### config.mk
export PLATFORM = sky130hd
export DESIGN_NAME = mac_dot_acc_stream
export DESIGN_NICKNAME = d
export VERILOG_FILES = /design/src/rtl/mac_pkg.sv /design/src/rtl/mac_lane_tree.sv /design/src/rtl/mac_dot_acc_stream.sv
export SDC_FILE = /design/constraint.sdc
export NUM_CORES = 1
export LEC_CHECK = 0
export CAP_MARGIN = 15
export CORE_ASPECT_RATIO = 0.9
export CORE_MARGIN = 2
export CORE_UTILIZATION = 60
export CTS_BUF_LIST = sky130_fd_sc_hd__clkbuf_8
export DETAILED_ROUTE_END_ITERATION = 8
export GPL_TIMING_DRIVEN = 0
export HOLD_SLACK_MARGIN = 0.08
export MAX_ROUTING_LAYER = met4
export PLACE_DENSITY = 0.81
export SLEW_MARGIN = 15
export SYNTH_ARGS = -nofsm -noshare
export SYNTH_HDL_FRONTEND = slang
export SYNTH_SLANG_ARGS = --single-unit
### constraint.sdc
create_clock -name clk -period 22.3 [get_ports clk]
set_clock_uncertainty 0.2 [all_clocks]
set_input_delay 3.345 -clock clk [delete_from_list [all_inputs] [get_ports clk]]
set_output_delay 3.345 -clock clk [all_outputs]
set_load 0.005 [all_outputs]
### src/rtl/mac_pkg.sv
// Shared definitions for the MAC family: FSM states, beat tags, product
// width helper and the signed saturation function.
package mac_pkg;

  typedef enum logic [1:0] {
    IDLE  = 2'd0,
    ACCUM = 2'd1,
    DRAIN = 2'd2,
    OUT   = 2'd3
  } mac_state_e;

  // Sideband travelling with each beat through the P and A stages
  typedef struct packed {
    logic valid;
    logic first;
    logic last;
  } beat_tag_t;

  // Widest value the shared saturation function can clamp
  localparam int unsigned SAT_MAX_W = 64;

  // Width of the lane-product sum: (DW+1)x(DW) product plus adder-tree growth
  function automatic int unsigned prod_width(input int unsigned data_w,
                                             input int unsigned num_lane);
    return 2 * data_w + 1 + $clog2(num_lane);
  endfunction

  // Clamp a signed value to a res_w-bit two's complement range
  function automatic logic signed [SAT_MAX_W-1:0] sat_signed(
      input  logic signed [SAT_MAX_W-1:0] val,
      input  int unsigned                 res_w,
      output logic                        sat);
    logic signed [SAT_MAX_W-1:0] hi;
    logic signed [SAT_MAX_W-1:0] lo;
    logic signed [SAT_MAX_W-1:0] res;
    hi  = $signed((SAT_MAX_W'(1) << (res_w - 1)) - SAT_MAX_W'(1));
    lo  = ~hi;
    res = val;
    sat = 1'b0;
    if (val > hi) begin
      res = hi;
      sat = 1'b1;
    end else if (val < lo) begin
      res = lo;
      sat = 1'b1;
    end
    return res;
  endfunction

endpackage

### src/rtl/mac_lane_tree.sv
// Combinational multiply + adder tree for one beat.
// Ports:
//   act_i        packed activations, lane 0 in LSBs
//   w_i          packed signed weights, lane 0 in LSBs
//   act_signed_i 1: activations sign-extended, 0: zero-extended
//   psum_c       signed sum of all lane products (PROD_W bits)
module mac_lane_tree
  import mac_pkg::*;
#(
  parameter  int unsigned NUM_LANE   = 4,
  parameter  int unsigned DATA_WIDTH = 8,
  localparam int unsigned PROD_W     = prod_width(DATA_WIDTH, NUM_LANE)
) (
  input  logic [NUM_LANE*DATA_WIDTH-1:0] act_i,
  input  logic [NUM_LANE*DATA_WIDTH-1:0] w_i,
  input  logic                           act_signed_i,
  output logic signed [PROD_W-1:0]       psum_c
);

  localparam int unsigned MUL_W = 2 * DATA_WIDTH + 1;

  logic signed [MUL_W-1:0] prod [NUM_LANE];

  // Per-lane (DW+1)-bit activation times DW-bit signed weight
  for (genvar g = 0; g < int'(NUM_LANE); g++) begin : g_lane
    logic [DATA_WIDTH-1:0]   a_raw;
    logic [DATA_WIDTH-1:0]   w_raw;
    logic signed [DATA_WIDTH:0] a_ext;

    assign a_raw   = act_i[g*DATA_WIDTH +: DATA_WIDTH];
    assign w_raw   = w_i[g*DATA_WIDTH +: DATA_WIDTH];
    assign a_ext   = $signed({act_signed_i & a_raw[DATA_WIDTH-1], a_raw});
    assign prod[g] = MUL_W'(a_ext) * MUL_W'($signed(w_raw));
  end

  // Adder tree, each product sign-extended to the sum width
  always_comb begin
    psum_c = '0;
    for (int i = 0; i < int'(NUM_LANE); i++) begin
      psum_c = psum_c + PROD_W'(prod[i]);
    end
  end

endmodule

### src/rtl/mac_dot_acc_stream.sv
// Streaming multi-lane dot-product accumulator with round/shift/saturate
// output through a valid/ready handshake.
// Ports:
//   clk, reset            clock, synchronous active-high reset
//   cfg_*, accum_prev     per-dot-product config, latched on the first beat
//   in_valid/in_ready     input beat handshake (act_in, w_in)
//   out_valid/out_ready   result handshake (result, result_sat)
//   busy                  high whenever the FSM is not IDLE
module mac_dot_acc_stream
  import mac_pkg::*;
#(
  parameter int unsigned NUM_LANE     = 4,
  parameter int unsigned DATA_WIDTH   = 8,
  parameter int unsigned ACC_WIDTH    = 32,
  parameter int unsigned RESULT_WIDTH = 16,
  parameter int unsigned CNT_WIDTH    = 8,
  parameter int unsigned SHIFT_WIDTH  = $clog2(ACC_WIDTH)
) (
  input  logic                           clk,
  input  logic                           reset,
  input  logic [CNT_WIDTH-1:0]           cfg_len,
  input  logic [SHIFT_WIDTH-1:0]         cfg_shift,
  input  logic                           cfg_bias_en,
  input  logic                           cfg_act_signed,
  input  logic [ACC_WIDTH-1:0]           accum_prev,
  input  logic                           in_valid,
  output logic                           in_ready,
  input  logic [NUM_LANE*DATA_WIDTH-1:0] act_in,
  input  logic [NUM_LANE*DATA_WIDTH-1:0] w_in,
  output logic                           out_valid,
  input  logic                           out_ready,
  output logic [RESULT_WIDTH-1:0]        result,
  output logic                           result_sat,
  output logic                           busy
);

  localparam int unsigned PROD_W = prod_width(DATA_WIDTH, NUM_LANE);
  localparam int unsigned AW1    = ACC_WIDTH + 1;

  mac_state_e state_q, state_d;

  logic [CNT_WIDTH-1:0]   len_q, len_d;
  logic [CNT_WIDTH-1:0]   beat_cnt_q, beat_cnt_d;
  logic [SHIFT_WIDTH-1:0] shift_q, shift_d;
  logic                   bias_en_q, bias_en_d;
  logic                   act_signed_q, act_signed_d;
  logic [ACC_WIDTH-1:0]   bias_q, bias_d;

  beat_tag_t              p_tag_q, p_tag_d;
  beat_tag_t              a_tag_q, a_tag_d;
  logic signed [PROD_W-1:0]    psum_c, psum_q, psum_d;
  logic signed [ACC_WIDTH-1:0] acc_q, acc_d;

  logic                    out_valid_q, out_valid_d;
  logic [RESULT_WIDTH-1:0] result_q, result_d;
  logic                    result_sat_q, result_sat_d;
  logic                    in_ready_q, in_ready_d;
  logic                    busy_q, busy_d;

  logic                    accept;
  logic                    act_signed_eff;
  logic [CNT_WIDTH-1:0]    len_eff;
  logic                    is_last;
  logic [RESULT_WIDTH-1:0] round_res;
  logic                    round_sat;

  assign accept = in_valid && in_ready_q;

  // First beat arrives while still IDLE, so it uses the live config port
  assign act_signed_eff = (state_q == IDLE) ? cfg_act_signed : act_signed_q;
  assign len_eff        = (cfg_len == '0) ? CNT_WIDTH'(1) : cfg_len;

  mac_lane_tree #(
    .NUM_LANE  (NUM_LANE),
    .DATA_WIDTH(DATA_WIDTH)
  ) u_lane_tree (
    .act_i       (act_in),
    .w_i         (w_in),
    .act_signed_i(act_signed_eff),
    .psum_c      (psum_c)
  );

  // Round half up, arithmetic shift at ACC_WIDTH+1 bits, then saturate
  always_comb begin
    logic signed [AW1-1:0] acc_ext;
    logic signed [AW1-1:0] round_add;
    logic signed [AW1-1:0] shifted;
    round_sat = 1'b0;
    acc_ext   = AW1'(acc_q);
    round_add = '0;
    if (shift_q != '0) begin
      round_add = AW1'(1) <<< (shift_q - SHIFT_WIDTH'(1));
    end
    shifted   = (acc_ext + round_add) >>> shift_q;
    round_res = RESULT_WIDTH'(sat_signed(SAT_MAX_W'(shifted), RESULT_WIDTH, round_sat));
  end

  // Next-state, pipeline and output logic
  always_comb begin
    state_d      = state_q;
    len_d        = len_q;
    beat_cnt_d   = beat_cnt_q;
    shift_d      = shift_q;
    bias_en_d    = bias_en_q;
    act_signed_d = act_signed_q;
    bias_d       = bias_q;
    p_tag_d      = '0;
    psum_d       = psum_q;
    a_tag_d      = p_tag_q;
    acc_d        = acc_q;
    out_valid_d  = out_valid_q;
    result_d     = result_q;
    result_sat_d = result_sat_q;
    is_last      = 1'b0;

    unique case (state_q)
      IDLE: begin
        if (accept) begin
          len_d        = len_eff;
          shift_d      = cfg_shift;
          bias_en_d    = cfg_bias_en;
          act_signed_d = cfg_act_signed;
          bias_d       = accum_prev;
          beat_cnt_d   = CNT_WIDTH'(1);
          is_last      = (len_eff == CNT_WIDTH'(1));
          p_tag_d      = '{valid: 1'b1, first: 1'b1, last: is_last};
          psum_d       = psum_c;
          state_d      = is_last ? DRAIN : ACCUM;
        end
      end
      ACCUM: begin
        if (accept) begin
          is_last    = (beat_cnt_q == len_q - CNT_WIDTH'(1));
          beat_cnt_d = beat_cnt_q + CNT_WIDTH'(1);
          p_tag_d    = '{valid: 1'b1, first: 1'b0, last: is_last};
          psum_d     = psum_c;
          if (is_last) state_d = DRAIN;
        end
      end
      DRAIN: begin
        // Output register loads on the same edge as this transition
        if (a_tag_q.valid && a_tag_q.last) state_d = OUT;
      end
      OUT: begin
        if (out_ready) state_d = IDLE;
      end
      default: state_d = IDLE;
    endcase

    // A stage: restart from bias/zero on the first beat of a dot product
    if (p_tag_q.valid) begin
      if (p_tag_q.first) begin
        acc_d = (bias_en_q ? $signed(bias_q) : '0) + ACC_WIDTH'(psum_q);
      end else begin
        acc_d = acc_q + ACC_WIDTH'(psum_q);
      end
    end

    // O stage: load on the final beat, hold until consumed
    if (a_tag_q.valid && a_tag_q.last) begin
      out_valid_d  = 1'b1;
      result_d     = round_res;
      result_sat_d = round_sat;
    end else if (out_valid_q && out_ready) begin
      out_valid_d = 1'b0;
    end

    in_ready_d = (state_d == IDLE) || (state_d == ACCUM);
    busy_d     = (state_d != IDLE);
  end

  // State and pipeline registers
  always_ff @(posedge clk) begin
    if (reset) begin
      state_q      <= IDLE;
      len_q        <= '0;
      beat_cnt_q   <= '0;
      shift_q      <= '0;
      bias_en_q    <= 1'b0;
      act_signed_q <= 1'b0;
      bias_q       <= '0;
      p_tag_q      <= '0;
      psum_q       <= '0;
      a_tag_q      <= '0;
      acc_q        <= '0;
      out_valid_q  <= 1'b0;
      result_q     <= '0;
      result_sat_q <= 1'b0;
      in_ready_q   <= 1'b1;
      busy_q       <= 1'b0;
    end else begin
      state_q      <= state_d;
      len_q        <= len_d;
      beat_cnt_q   <= beat_cnt_d;
      shift_q      <= shift_d;
      bias_en_q    <= bias_en_d;
      act_signed_q <= act_signed_d;
      bias_q       <= bias_d;
      p_tag_q      <= p_tag_d;
      psum_q       <= psum_d;
      a_tag_q      <= a_tag_d;
      acc_q        <= acc_d;
      out_valid_q  <= out_valid_d;
      result_q     <= result_d;
      result_sat_q <= result_sat_d;
      in_ready_q   <= in_ready_d;
      busy_q       <= busy_d;
    end
  end

  assign in_ready   = in_ready_q;
  assign out_valid  = out_valid_q;
  assign result     = result_q;
  assign result_sat = result_sat_q;
  assign busy       = busy_q;

endmodule
# Yosys cells after proc, flatten, opt, wreduce, memory -nomap -nowiden
# Index checks and enable logic that the tools add are counted.
# classes
n_addsub	9
mul	4
div	0
n_lt_le_gt_ge	2
n_eq_ne	8
shift	2
muxes	24
bitwise	4
reduce_logical	15
# ops
cell	count
9-bit by 8-bit multiplier with 17-bit output	4
32-bit 2-to-1 mux	2
32-bit by 33-bit adder with 33-bit output	1
33-bit by 16-bit greater-than comparator with 1-bit output (second input constant)	1
33-bit by 16-bit less-than comparator with 1-bit output (second input constant)	1
33-bit 2-to-1 mux	1
2-bit by 5-bit <<< shifter with 33-bit output (first input constant)	1
33-bit by 5-bit >>> shifter with 33-bit output	1
32-bit by 19-bit adder with 32-bit output	1
32-bit adder	1
16-bit 2-to-1 mux	2
8-bit 2-to-1 mux	3
18-bit by 17-bit adder with 19-bit output	1
19-bit by 17-bit adder with 19-bit output	1
17-bit by 17-bit adder with 18-bit output	1
8-bit case mux with 2 select lines	1
2-bit 2-to-1 mux	6
8-bit by 1-bit adder with 8-bit output (second input constant)	1
8-bit by 1-bit == test with 1-bit output (second input constant)	1
8-bit == test	1
8-bit logical NOT	1
2-bit case mux with 4 select lines	1
8-bit by 1-bit subtractor with 8-bit output (second input constant)	1
3-bit 2-to-1 mux	2
15 further kinds	31
# word_totals
reg_bits	133
latch_bits	0
mem_bits_rw	0
romBits	0
inputBits	115
output_inout_bits	20
wordCells	87
mem_count	0

# Logic depth before layout (Yosys ltp)
# logic_depth
word_depth	8
ltp_mapped	32
mapped_depth_nobuf	31

# By module
# A second synthesis with hierarchy kept.
# unflattened
cells_unflattened	2891
hier_area_um2	24395.9
# by_module_without_submodules
module	instances	cells_per_inst	area_per_inst_um2	seq_area_each_um2
mac_dot_acc_stream	1	1659	12460.7	2662.6
mac_lane_tree	1	1232	11935.2	0.0

# Worst setup path after synthesis
# No wires, ideal clock.
# synth_timing
path_type	in2reg
startpoint	input cfg_act_signed
endpoint	register psum_q[18]
setup_ps	132
t_arrival_ps	10228
t_required_ps	21968
setup_slack_ps	11739
stages	29
n_path_buf	0
path_cell_list	mux2i_1 > nor2b_1 > and2_1 > inv_1 > fa_1 > inv_1 > fa_1 > fa_1 > fa_1 > inv_1 > fa_1 > inv_1 > fa_1 > inv_1 > fa_1 > inv_1 > fa_1 > ha_1 > inv_1 > o21bai_1 > a21oi_1 > nor2b_1 > nor2_1 > nor2_1 > o41ai_1 > o21ai_0 > a2111o_1 > nand4_1 > a21oi_1
# synth_between
elab_chain_len	6
word_cells_on_any_way	12
classes_between	add/sub: 3; mul: 4; mux: 1; bitwise: 4
# synth_rtl
element	line	source
start, declared	mac_dot_acc_stream.sv:24	input logic cfg_act_signed,
1-bit 2-to-1 mux *	mac_dot_acc_stream.sv:70	assign act_signed_eff = (state_q == IDLE) ? cfg_act_signed : act_signed_q;
1-bit bitwise AND	mac_lane_tree.sv:32	assign a_ext = $signed({act_signed_i & a_raw[DATA_WIDTH-1], a_raw});
9-bit by 8-bit multiplier with 17-bit output	mac_lane_tree.sv:33	assign prod[g] = MUL_W'(a_ext) * MUL_W'($signed(w_raw));
17-bit by 17-bit adder with 18-bit output	mac_lane_tree.sv:40	psum_c = psum_c + PROD_W'(prod[i]);
18-bit by 17-bit adder with 19-bit output	mac_lane_tree.sv:40	
19-bit by 17-bit adder with 19-bit output *	mac_lane_tree.sv:40	
end signal, assigned	mac_dot_acc_stream.sv:200	psum_q <= psum_d;
end, declared	mac_dot_acc_stream.sv:51	logic signed [PROD_W-1:0] psum_c, psum_q, psum_d;
# Mark *: on every way between the ends. The rest lies on a longest branch, timed or not.
# A chain may end at the register's enable or synchronous reset.

# Worst setup path after layout
# Ends and elaborated chain as after synthesis.

==> run metrics <==
status=finished, final reports clean; NumNets Final=3733; Worst Hold Class=reg2reg; Crit path max-delay family=adder cells; clock buffer count from CTS=17; sink of the worst hold path=bias_q[21]; share of cells above drive strength 1=0.0282; Root Driver=clkbuf_8; post-synthesis sequential area ratio=0.110; die area=0.0420 mm2; average size of a mapped cell=approximately 8.3 um2; fmax=84.9 MHz; Worst-Skew Late Latency=0.51 ns; Iteration-0 DRC Markers=2269; Antenna Nets Post-Route=0; Post-CTS Setup Inserts=0; HPWL Detailed=64.2 mm; vias in the first global route=roughly 22000; Setup Total Neg Slack=0 ns; Slew @ Worst Pin=about 1.1 ns; Worst Setup SP=cfg_act_signed; TritonCTS clock tree=yes; element type at the critical path start=primary input; total core area=0.0396 mm2; post-cts sizing count=0; WP data required=22.45 ns; RSZ-0062 raised after global routing=false; relative max-transition margin=0.274; Hold Crit Start=bias_q[21]; Yosys top cell area share=0.290; ys async rst share=0; # rows=around 70; R2R Path Start=state_q[0]; CP dominant cell by count=fa_1; routed vias/inst=6.04; Area growth, synth to finish=9.05%; total gr overflow=0; first-pass GRT wire length=121 mm; Worst path max stage delay=0.83 ns; port bufs=about 120; die height=195 um; Overall Global Routing Usage=0.381; initial antenna violation count=1; FF-to-FF End=psum_q[18]; arrival time worst endpoint=11.93 ns; Worst Path Max Fanout=8; Yosys top cell by area=fa_1; clk slew on worst S/H paths=0.08 ns; reg2reg path depth=31; post-synthesis instance total=2934; hold path depth=2; WL/cell=21.1 um; Cell Area, Synth=0.0242 mm2; ys flop type=dfxtp_1; CP Buf/Inv Count=8; clk buf depth=2; final WL=approximately 76 mm; #FFs+latches synth=133; synthesized net count=around 3600; Fin. Hold Viols=0; IO Pins=135; Max Cap Viol=0; crit path capture type=flop; Via Count=21800; Slowest cell on crit path=mux2i_1; dominant cells by area after synthesis=fa_1 (29%), dfxtp_1 (11%), ha_1 (10%); Die Wd=216 um; EDFF count, synth=0; clock sink count=133; drt pass-1 iters=6; routability cong.=around 0.99; H-tree lvl count=4; synth unique cells=91; Ys Warns=0; largest net degree at the start of global routing=30; final setup violation count=0; fin crit share=0.528; Slew Limit Fails=0; Post-CTS Hold Buffers=0; min cycle time layout=11.78 ns; WS Path Type=in2reg; Initial Util=0.611; # DRC=0; flop-to-flop setup slack=between 10 and 15 ns
[stage by stage]
step	setup slack [ns]	hold slack (ns)	instances	instance area, um2	util
floorplan	11.74	0.214	2934	24200	-
global placement	10.18	0.225	3584	26100	0.658
detailed placement	10.08	0.242	3584	26100	0.658
CTS	10.59	0.254	3616	26400	0.667
global route	10.23	0.272	3617	26400	0.667
finish	10.52	0.253	3617	26400	0.667
[synth_stat cells, types with 49 or more instances]
cell / n
o21ai_0: 74
fa_1: 351
nand2_1: 385
nor2_1: 200
xnor2_1: 83
and2_1: 170
a211oi_1: 49
ha_1: 196
dfxtp_1: 133
a21oi_1: 194
clkbuf_1: 84
inv_1: 439
[final cells by class]
type | count | area, um2
multi-input cells | 2252 | 19500
diodes | 1 | 2.50
flip-flops and latches | 133 | 2660
clock inverters | 15 | 108
repair buffers | 118 | 1180
plain buffers | 107 | 410
clock buffers | 17 | 234
inverters | 442 | 1660
well taps | 532 | 666
fillers | 3260 | 13200
[registers in the layout, indices dropped and copies added, names as in the netlist]
name / cells
a_tag_d: 3
a_tag_q: 2
acc_q: 32
act_signed_q: 1
beat_cnt_q: 8
bias_en_q: 1
bias_q: 32
busy: 1
in_ready: 1
len_q: 8
out_valid: 1
psum_q: 19
result: 16
result_sat: 1
shift_q: 5
state_q: 2
[cell usage in the layout (no fill, tap or decap), types with 35 or more instances in the layout]
cell type and count:
xnor2_1 83, nand2b_1 41, o21ai_0 74, and2_1 170, ha_1 196, a21oi_1 194
nor3_1 39, nand3_1 35, nor2_1 200, xor2_1 36, nand2_1 385, clkdlybuf4s50_1 118
inv_1 441, mux2i_1 48, clkbuf_1 84, fa_1 351, a211oi_1 49, dfxtp_1 132
[worst register-to-register path: cells and delay by family, from the launching register on]
family,cells,cell delay (ns)
flip-flops,1,0.30
buffers and inverters,8,0.73
AND/OR/NAND/NOR,7,1.41
multiplexers,1,0.90
AO/OA/AOI/OAI,6,1.55
adder cells (fa/ha/maj),9,4.09
[kinds of logic after synthesis]
logic type | synth area share
AO/OA/AOI/OAI | 0.150
adder cells (fa/ha/maj) | 0.391
buffers and inverters | 0.0854
flip-flops | 0.110
multiplexers | 0.0321
XOR/XNOR | 0.0430
other | 0.000155
AND/OR/NAND/NOR | 0.188
[metal layers]
metal / wire length (um) / global-route usage
met5: 0 / -
met4: 2100 / 0.114
met3: 6740 / 0.0664
met2: 33800 / 0.563
met1: 33600 / 0.536
[how the worst max path moves through the flow]
stage / to / slack (ns) / cells past startpoint
2_1_floorplan: psum_q[18] / 11.74 / 29
3_3_place_gp: psum_q[18] / 10.18 / 30
3_5_place_dp: psum_q[18] / 10.08 / 30
4_1_cts: psum_q[18] / 10.59 / 30
5_1_grt: psum_q[18] / 10.23 / 30
6_report: psum_q[18] / 10.52 / 30
Power is not shown: default switching activity piles up to over one toggle a cycle in this logic, so the estimate is an artifact.
